==> src/rtl/simmem_pkg.sv <==
// Shared dimensions, timing costs and types for the simulated DRAM memory model.
package simmem_pkg;

  localparam int AxAddrWidth = 16;
  localparam int RowBufferLenWidth = 8;
  localparam int RowIdWidth = AxAddrWidth - RowBufferLenWidth;

  localparam int WriteRespBankAddrWidth = 6;
  localparam int ReadDataBankAddrWidth = 5;
  localparam int ReleaseIidWidth = (WriteRespBankAddrWidth > ReadDataBankAddrWidth) ?
                                   WriteRespBankAddrWidth : ReadDataBankAddrWidth;

  // DRAM timing in core cycles; every phase costs at least one cycle.
  localparam int RowHitCost = 4;
  localparam int PrechargeCost = 2;
  localparam int ActivationCost = 1;

  typedef logic [RowIdWidth-1:0] row_id_t;
  typedef logic [ReleaseIidWidth-1:0] release_iid_t;

  typedef enum logic [2:0] {
    IDLE,
    PRECHARGE,
    ACTIVATE,
    ACCESS,
    RELEASE
  } sched_state_e;

endpackage

==> src/rtl/simmem_rr_arbiter.sv <==
// Two-way (read/write) round-robin arbiter; combinational grant, pointer moves
// away from the granted side only when ptr_upd_en is high. Reset favours read.
module simmem_rr_arbiter (
  input  logic clk,
  input  logic rst,
  input  logic r_req,
  input  logic w_req,
  input  logic ptr_upd_en,
  output logic r_gnt,
  output logic w_gnt
);

  logic prefer_read_q;

  always_comb begin
    r_gnt = r_req && (!w_req || prefer_read_q);
    w_gnt = w_req && (!r_req || !prefer_read_q);
  end

  always_ff @(posedge clk or posedge rst) begin
    if (rst) begin
      prefer_read_q <= 1'b1;
    end else if (ptr_upd_en && (r_gnt || w_gnt)) begin
      prefer_read_q <= w_gnt;
    end
  end

endmodule

==> src/rtl/simmem_row_scheduler.sv <==
// Single-bank open-page scheduler: one request at a time, release token after
// hit/closed/miss latency; holds release under backpressure. Option: SIMMEM_ROW_HIT_PRIORITY_EN.
module simmem_row_scheduler
  import simmem_pkg::*;
#(
  parameter int RowHitCost     = simmem_pkg::RowHitCost,
  parameter int PrechargeCost  = simmem_pkg::PrechargeCost,
  parameter int ActivationCost = simmem_pkg::ActivationCost
) (
  input  logic                              clk_i,
  input  logic                              rst_i,
  input  logic                              w_req_valid_i,
  output logic                              w_req_ready_o,
  input  logic [AxAddrWidth-1:0]            w_req_addr_i,
  input  logic [WriteRespBankAddrWidth-1:0] w_req_iid_i,
  input  logic                              r_req_valid_i,
  output logic                              r_req_ready_o,
  input  logic [AxAddrWidth-1:0]            r_req_addr_i,
  input  logic [ReadDataBankAddrWidth-1:0]  r_req_iid_i,
  output logic                              release_valid_o,
  input  logic                              release_ready_i,
  output logic                              release_is_write_o,
  output logic [ReleaseIidWidth-1:0]        release_iid_o,
  output logic                              release_row_hit_o,
  output logic                              open_row_valid_o,
  output logic [RowIdWidth-1:0]             open_row_o
);

  localparam int MaxCost0 = (RowHitCost > PrechargeCost) ? RowHitCost : PrechargeCost;
  localparam int MaxCost  = (MaxCost0 > ActivationCost) ? MaxCost0 : ActivationCost;
  localparam int CntWidth = $clog2(MaxCost + 1);

  typedef logic [CntWidth-1:0] cnt_t;

  sched_state_e state_q, state_d;
  cnt_t         cnt_q, cnt_d;

  logic         req_is_write_q;
  release_iid_t req_iid_q;
  row_id_t      req_row_q;
  logic         req_hit_q;

  row_id_t      open_row_q;
  logic         open_row_valid_q;

  logic         idle;
  logic         phase_done;
  row_id_t      w_row, r_row, sel_row;
  logic         arb_r_gnt, arb_w_gnt, ptr_upd_en;
  logic         w_ready, r_ready;
  logic         accept, sel_is_write, sel_hit;

  // Column bits within the row buffer do not influence scheduling.
  logic         unused_addr_lsbs;
  assign unused_addr_lsbs = ^{w_req_addr_i[RowBufferLenWidth-1:0],
                              r_req_addr_i[RowBufferLenWidth-1:0]};

  assign idle       = (state_q == IDLE);
  assign phase_done = (cnt_q == cnt_t'(1));
  assign w_row      = w_req_addr_i[AxAddrWidth-1:RowBufferLenWidth];
  assign r_row      = r_req_addr_i[AxAddrWidth-1:RowBufferLenWidth];

  simmem_rr_arbiter u_rr_arbiter (
    .clk        (clk_i),
    .rst        (rst_i),
    .r_req      (idle && r_req_valid_i),
    .w_req      (idle && w_req_valid_i),
    .ptr_upd_en (ptr_upd_en),
    .r_gnt      (arb_r_gnt),
    .w_gnt      (arb_w_gnt)
  );

`ifdef SIMMEM_ROW_HIT_PRIORITY_EN
  logic w_hit, r_hit, hit_pick;
  assign w_hit    = open_row_valid_q && (open_row_q == w_row);
  assign r_hit    = open_row_valid_q && (open_row_q == r_row);
  // A lone row hit overrides round-robin and leaves the pointer untouched.
  assign hit_pick = w_req_valid_i && r_req_valid_i && (w_hit != r_hit);
  assign w_ready  = idle && (hit_pick ? w_hit : arb_w_gnt);
  assign r_ready  = idle && (hit_pick ? r_hit : arb_r_gnt);
  assign ptr_upd_en = !hit_pick;
`else
  assign w_ready    = arb_w_gnt;
  assign r_ready    = arb_r_gnt;
  assign ptr_upd_en = 1'b1;
`endif

  assign accept       = w_ready || r_ready;
  assign sel_is_write = w_ready;
  assign sel_row      = w_ready ? w_row : r_row;
  assign sel_hit      = open_row_valid_q && (open_row_q == sel_row);

  always_ff @(posedge clk_i or posedge rst_i) begin
    if (rst_i) begin
      state_q <= IDLE;
      cnt_q   <= '0;
    end else begin
      state_q <= state_d;
      cnt_q   <= cnt_d;
    end
  end

  always_comb begin
    state_d = state_q;
    cnt_d   = cnt_q;
    unique case (state_q)
      IDLE: begin
        if (accept) begin
          if (sel_hit) begin
            state_d = ACCESS;
            cnt_d   = cnt_t'(RowHitCost);
          end else if (!open_row_valid_q) begin
            state_d = ACTIVATE;
            cnt_d   = cnt_t'(ActivationCost);
          end else begin
            state_d = PRECHARGE;
            cnt_d   = cnt_t'(PrechargeCost);
          end
        end
      end
      PRECHARGE: begin
        if (phase_done) begin
          state_d = ACTIVATE;
          cnt_d   = cnt_t'(ActivationCost);
        end else begin
          cnt_d = cnt_q - cnt_t'(1);
        end
      end
      ACTIVATE: begin
        if (phase_done) begin
          state_d = ACCESS;
          cnt_d   = cnt_t'(RowHitCost);
        end else begin
          cnt_d = cnt_q - cnt_t'(1);
        end
      end
      ACCESS: begin
        if (phase_done) begin
          state_d = RELEASE;
          cnt_d   = '0;
        end else begin
          cnt_d = cnt_q - cnt_t'(1);
        end
      end
      RELEASE: begin
        if (release_ready_i) begin
          state_d = IDLE;
        end
      end
      default: begin
        state_d = IDLE;
        cnt_d   = '0;
      end
    endcase
  end

  always_ff @(posedge clk_i or posedge rst_i) begin
    if (rst_i) begin
      req_is_write_q   <= 1'b0;
      req_iid_q        <= '0;
      req_row_q        <= '0;
      req_hit_q        <= 1'b0;
      open_row_q       <= '0;
      open_row_valid_q <= 1'b0;
    end else begin
      if (accept) begin
        req_is_write_q <= sel_is_write;
        req_iid_q      <= sel_is_write ? release_iid_t'(w_req_iid_i)
                                       : release_iid_t'(r_req_iid_i);
        req_row_q      <= sel_row;
        req_hit_q      <= sel_hit;
      end
      if (state_q == PRECHARGE && phase_done) begin
        open_row_valid_q <= 1'b0;
      end
      if (state_q == ACTIVATE && phase_done) begin
        open_row_q       <= req_row_q;
        open_row_valid_q <= 1'b1;
      end
    end
  end

  always_comb begin
    w_req_ready_o      = w_ready;
    r_req_ready_o      = r_ready;
    release_valid_o    = (state_q == RELEASE);
    release_is_write_o = release_valid_o && req_is_write_q;
    release_iid_o      = release_valid_o ? req_iid_q : '0;
    release_row_hit_o  = release_valid_o && req_hit_q;
    open_row_valid_o   = open_row_valid_q;
    open_row_o         = open_row_q;
  end

endmodule

==> config.mk <==
export PLATFORM = sky130hd
export DESIGN_NAME = simmem_row_scheduler
export DESIGN_NICKNAME = d
export VERILOG_FILES = /design/src/rtl/simmem_pkg.sv /design/src/rtl/simmem_rr_arbiter.sv /design/src/rtl/simmem_row_scheduler.sv
export SDC_FILE = /design/constraint.sdc
export NUM_CORES = 1
export LEC_CHECK = 0
export ABC_AREA = 1
export ABC_CLOCK_PERIOD_IN_PS = 1900
export CORE_MARGIN = 3
export CORE_UTILIZATION = 44
export CTS_CLUSTER_SIZE = 12
export DETAILED_ROUTE_END_ITERATION = 10
export PLACE_DENSITY = 0.76
export SETUP_SLACK_MARGIN = 0.05
export SLEW_MARGIN = 15
export SYNTH_ARGS = -nofsm -noshare
export SYNTH_HDL_FRONTEND = slang
export SYNTH_SLANG_ARGS = --single-unit
export TNS_END_PERCENT = 20
==> constraint.sdc <==
create_clock -name clk_i -period 1.9 [get_ports clk_i]
set_input_delay 0.19 -clock clk_i [delete_from_list [all_inputs] [get_ports clk_i]]
set_output_delay 0.19 -clock clk_i [all_outputs]
set_load 0.03 [all_outputs]
# [Word-level counts from Yosys, hierarchy flattened]
# Cells that the tools add are included.
[classes] n_addsub=1 n_bitwise=1 reduce_logical=19 muxes=20 eq_ne=11
[op_table] op="two-way mux 3 bit" n=10
[op_table] op="one-hot mux 3 bit (5 select lines)" n=2
[op_table] op="two-way mux 6 bit" n=2
[op_table] op="logical AND 1 bit" n=9
[op_table] op="equality test 8 bit" n=1
[op_table] op="two-way mux 8 bit" n=1
[op_table] op="equality test 3 x 1 -> 1 bit (second input constant)" n=2
[op_table] op="equality test 3 x 2 -> 1 bit (second input constant)" n=2
[op_table] op="two-way mux 2 bit" n=3
[op_table] op="!= test 2 bit (second input constant)" n=3
[op_table] op="AND reduction 5 bit" n=1
[op_table] op="!= test 2 x 1 -> 1 bit (second input constant)" n=2
[op_table] op="equality test 3 bit (second input constant)" n=1
[op_table] op="logical NOT 1 bit" n=3
[op_table] op="logical NOT 3 bit" n=1
[op_table] op="logical OR 1 bit" n=3
[op_table] op="subtractor 3 x 1 -> 3 bit (second input constant)" n=1
[op_table] op="two-way mux 1 bit" n=2
[op_table] op="AND reduction 2 bit" n=1
[op_table] op="nonzero test 2 bit" n=1
[op_table] op="inverter 1 bit" n=1
[totals] ff_bits=32 word_cells=61 output_inout_bits=20 input_bits=48

# [Logic depth before layout (Yosys ltp)]
[logic_depth] ltp_word=11 mapped_depth=16 depth_no_buf=15

# [Hierarchy]
# Synthesis repeated with hierarchy kept, for this count alone.
[hier_totals] hier_cells=257 hier_area_um2=1855.5
[modules_own_cells] mod="simmem_row_scheduler" area_each_um2=1790.5 seq_area_each_um2=775.7 cells_each=248 n_inst=1
[modules_own_cells] mod="simmem_rr_arbiter" area_each_um2=65.1 seq_area_each_um2=26.3 cells_each=9 n_inst=1

# [Least setup slack after synthesis]
# OpenSTA, ideal clock, no wires.
[synth_path] path_type="flip-flop to flip-flop" from="register state_q[0]" to="register state_q[1]" path_stages_with_launch=10 setup_time_ns=0.117 setup_slack_ns=-0.013 period_less_slack_ns=1.913 required_ns=1.783 arrival_ns=1.796 n_path_buf=0 cell_sequence="dfrtp_1 > inv_2 > nand2_2 > nor2_1 > inv_2 > or2_2 > nand3_2 > nor2_1 > nand3_1 > nand2_1"
[synth_between] word_cells_on_any_way=26 cone_classes="10 x eq/ne; 4 x mux; 12 x reduce/logical"
[synth_lines] item="start: declaration" line="simmem_row_scheduler.sv:35" text="sched_state_e state_q, state_d;"
[synth_lines] item="start signal: assignment" line="simmem_row_scheduler.sv:98" text="state_q <= state_d;"
[synth_lines] item="equality test 3 bit *"
[synth_lines] item="via release_valid_o" line="simmem_row_scheduler.sv:20" text="output logic release_valid_o,"
[synth_lines] item="!= test 2 x 1 -> 1 bit (no line)"
[synth_lines] item="AND reduction 5 bit (no line)"
# The timed path passes the listed nets; every way through them passes the cells marked *. The select of a mux whose other input is x is not followed.
# A chain may end at the register's enable or synchronous reset.

# [Worst setup path after layout]
[layout_path] from="register state_q[1]" to="register state_q[1]"
[layout_between] elab_chain_cells=11 word_cells_on_any_way=26 cone_classes="10 x eq/ne; 4 x mux; 12 x reduce/logical"
[layout_rtl] item="logical NOT 3 bit" line="simmem_row_scheduler.sv:58, simmem_row_scheduler.sv:106"
[layout_rtl] item="logical AND 1 bit" line="simmem_row_scheduler.sv:66" text=".r_req (idle && r_req_valid_i),"
[layout_rtl] item="logical NOT 1 bit" line="simmem_rr_arbiter.sv:17" text="w_gnt = w_req && (!r_req || !prefer_read_q);"
[layout_rtl] item="logical OR 1 bit" line="simmem_rr_arbiter.sv:17"
[layout_rtl] item="logical AND 1 bit" line="simmem_rr_arbiter.sv:17"
[layout_rtl] item="two-way mux 8 bit" line="simmem_row_scheduler.sv:90" text="assign sel_row = w_ready ? w_row : r_row;"
[layout_rtl] item="equality test 8 bit" line="simmem_row_scheduler.sv:91" text="assign sel_hit = open_row_valid_q && (open_row_q == sel_row);"
[layout_rtl] item="logical AND 1 bit" line="simmem_row_scheduler.sv:91"
[layout_rtl] item="two-way mux 2 bit" line="simmem_row_scheduler.sv:109" text="if (sel_hit) begin"
[layout_rtl] item="two-way mux 3 bit" line="simmem_row_scheduler.sv:108" text="if (accept) begin"
[layout_rtl] item="one-hot mux 3 bit (5 select lines)" line="simmem_row_scheduler.sv:106" text="unique case (state_q)"
# Several ways; a longest one is shown, not always the timed one. The select of a mux whose other input is x is not followed.

==> run metrics <==
Comb pwr share 59.1%; DP HPWL between 3000 and 4000 µm; placed standard-cell area ~0.0025 mm²; post-synthesis sequential area ratio 43.1%; I/O pins 68; Tot Pwr roughly 4.5 mW; Iter 0 DRT Violations 124; achievable frequency roughly 0.54 GHz; post-route setup slack 40.4 ps; row cnt 23; Routed wire per std cell 13.5 µm; layout cells sized above 1 between 20% and 30%; critical path data arrival time between 2000 and 2500 ps; vias in the first global route approximately 1,700; Via-to-Cell Ratio around 5.1; chip width between 70 and 80 µm; Seq pwr share roughly 29%; Synthesized Nets between 300 and 400; Inserted Clock Buffers 5; M2 GR Usage ~29%; final antenna diode count 0; starting density of the core a little under half; Total GRT Usage a little under a fifth; largest net degree at the start of global routing 33; drt drc 0; WL final 5210 µm; Switch Pwr 2.11 mW; GR Layer Usage met3 under 10%; outcome completed; Worst-path clk slew roughly 70 ps; skew final between 5 and 6 ps; Reg2Reg Depth 15; Hold Vio Cnt, Final 0; Leak Pwr 1.41 nW; final-stage net count 386; Place WS -109 ps; final setup fails 0; RR Startpoint state_q[1]; internal power around 2.4 mW; CP Data Required Time about 2100 ps; power density cells around 1600 mW/mm²; crit path time final ~1900 ps; worst skew pair latency between 200 and 300 ps; Worst-Margin Slew approximately 420 ps; GR Util met1 about a quarter; CTS tree yes; RSZ-0062 raised after global routing true; Worst Hold Class input port to async pin; first drt pass iteration count 4; Vias 1,969; global route overflow 0; H-tree depth 2; IO buf count 51; area of the core approximately 0.004 mm²; maximum VDD drop 0.805 mV; worst-case clock buffer depth 2; max-slew violations 0; CP Class flop to flop; power share of the clock group about 12%; synth unique cells 28; Max Cap Violations 0; first-pass GRT wire length slightly above 7000 µm; cells after synthesis 253; Worst setup EP type flop; area grow syn2layout 49.8%; Post-Syn Area 0.00186 mm²; Post-DRT Antenna Nets 0; initial antenna violation count 0; Crit Path Max Fanout 5; r2r endpoint state_q[1]; Die Y about 71 µm; grt peak-use layer met2; Root Driver clkbuf_8; CTS sink cnt 32; Slew headroom between 70% and 80%; setup slack, reg-to-reg approximately 40 ps; syn_area_per_cell 7.35 µm²; Ys Warns 0; #FFs+latches synth 32; design area ~0.0028 mm²; switch share a little under half; die area between 0.005 and 0.006 mm²; Placer Congestion slightly above 0.9; crit start category flop; Period Utilization, post-route a little over nine tenths
==> state kept, by name, summed over array words and instances, names as in the netlist <==
register,flops
cnt_q,3
open_row_o,8
req_row_q,8
req_hit_q,1
u_rr_arbiter.prefer_read_q,1
state_q,3
open_row_valid_o,1
req_iid_q,6
req_is_write_q,1
==> cell families (layout without fill, tap and decap cells) <==
logic type,Yosys count,in the layout,share of synthesized area (%)
simple gates,142,144,35.1
flops,32,32,43.1
xor+xnor,1,1,0.471
fa+ha+maj,2,2,1.34
buf+inv,45,127,10.4
compound gates,31,31,9.55
==> final cells by class <==
class | instances | area, µm²
multi-input combinational | 178 | 982
fill | 331 | 1240
inverter | 41 | 156
tap | 50 | 62.6
sequential | 32 | 806
clock buffer | 8 | 90.1
timing repair buffer | 78 | 691
==> critical path, stage by stage (launching register included) <==
cell and delay, ps:
dfrtp_2 450, inv_2 110, nand2_4 70, nor2_4 170
buf_6 140, nand2_8 70, nand2_2 80, nand3_2 80
nand2_1 80, inv_1 40, nand2_1 60, nor2_2 40
nand2_2 120, nand3_1 90, nand3_1 80, nand2_1 50
==> placed cells by master (no fill, tap or decap), types with 8 or more instances in the layout <==
| cell | n |
|---|---|
| nor2_1 | 19 |
| a31oi_1 | 9 |
| nand2_2 | 17 |
| clkdlybuf4s50_1 | 40 |
| buf_4 | 25 |
| nand2_1 | 72 |
| o21ai_0 | 17 |
| inv_1 | 33 |
| clkbuf_2 | 8 |
| dfrtp_1 | 28 |
==> metrics by stage <==
stage | cells | utilization, % | hold slack, ps | setup TNS, ps
5_1_grt | 387 | 69.2 | 331 | -306
2_1_floorplan | 253 | - | 305 | 0
6_report | 387 | 69.2 | 287 | 0
3_3_place_gp | 367 | 62.5 | 468 | -245
3_5_place_dp | 367 | 62.5 | 480 | -300
4_1_cts | 375 | 64.5 | 313 | 0
==> how the worst max path moves through the flow <==
| stage | from | to | slack [ps] | depth (start not counted) |
|---|---|---|---|---|
| 6_report | state_q[1] | state_q[1] | 40 | 15 |
| 5_1_grt | state_q[1] | state_q[1] | -110 | 15 |
| 4_1_cts | state_q[2] | release_iid_o[5] | 10 | 5 |
| 3_5_place_dp | r_req_valid_i | req_hit_q | -110 | 14 |
| 3_3_place_gp | r_req_valid_i | cnt_q[1] | -110 | 16 |
| 2_1_floorplan | state_q[0] | state_q[1] | 180 | 9 |
==> cells in the mapped netlist, drive strengths merged <==
master | n | area share, %
nand3b | 4 | 1.6
buf | 4 | 2.2
nand2 | 95 | 21
nor3 | 1 | 0.27
nor2 | 28 | 8.1
xor2 | 1 | 0.47
a31oi | 9 | 3.0
dfstp | 1 | 1.4
o21ai | 18 | 5.0
ha | 2 | 1.3
dfrtp | 31 | 42
o221ai | 1 | 0.47
inv | 41 | 8.3
nand3 | 12 | 3.8
o22ai | 1 | 0.34
nand4 | 1 | 0.34
a21oi | 1 | 0.27
o211ai | 1 | 0.40
or2 | 1 | 0.34
==> power by group through the flow <==
stage | clock, mW | combinational [mW] | sequential, mW
final | 0.557 | 2.68 | 1.29
after global routing | 0.578 | 2.97 | 1.33
after CTS | 0.554 | 2.27 | 1.28
after detailed placement | 0 | 2.26 | 1.28
after global placement | 0 | 2.21 | 1.28
after floorplan | 0 | 1.38 | 1.42
==> per-layer routing <==
metal,vias to the layer above,part of all wire (%)
met4,0,1.9
met3,10,8.9
met5,-,0
met2,109,48
li1,954,-
met1,896,41
==> what timing repair did <==
action / in CTS / in global routing
setup buffers: 0 / 10
resized for setup: 10 / 53
endpoints found under the setup margin: 11 / 25
cloned: 0 / 2
pin swaps: 0 / 23
hold buffers: 0 / 0
(Power assumes the default switching activity.)
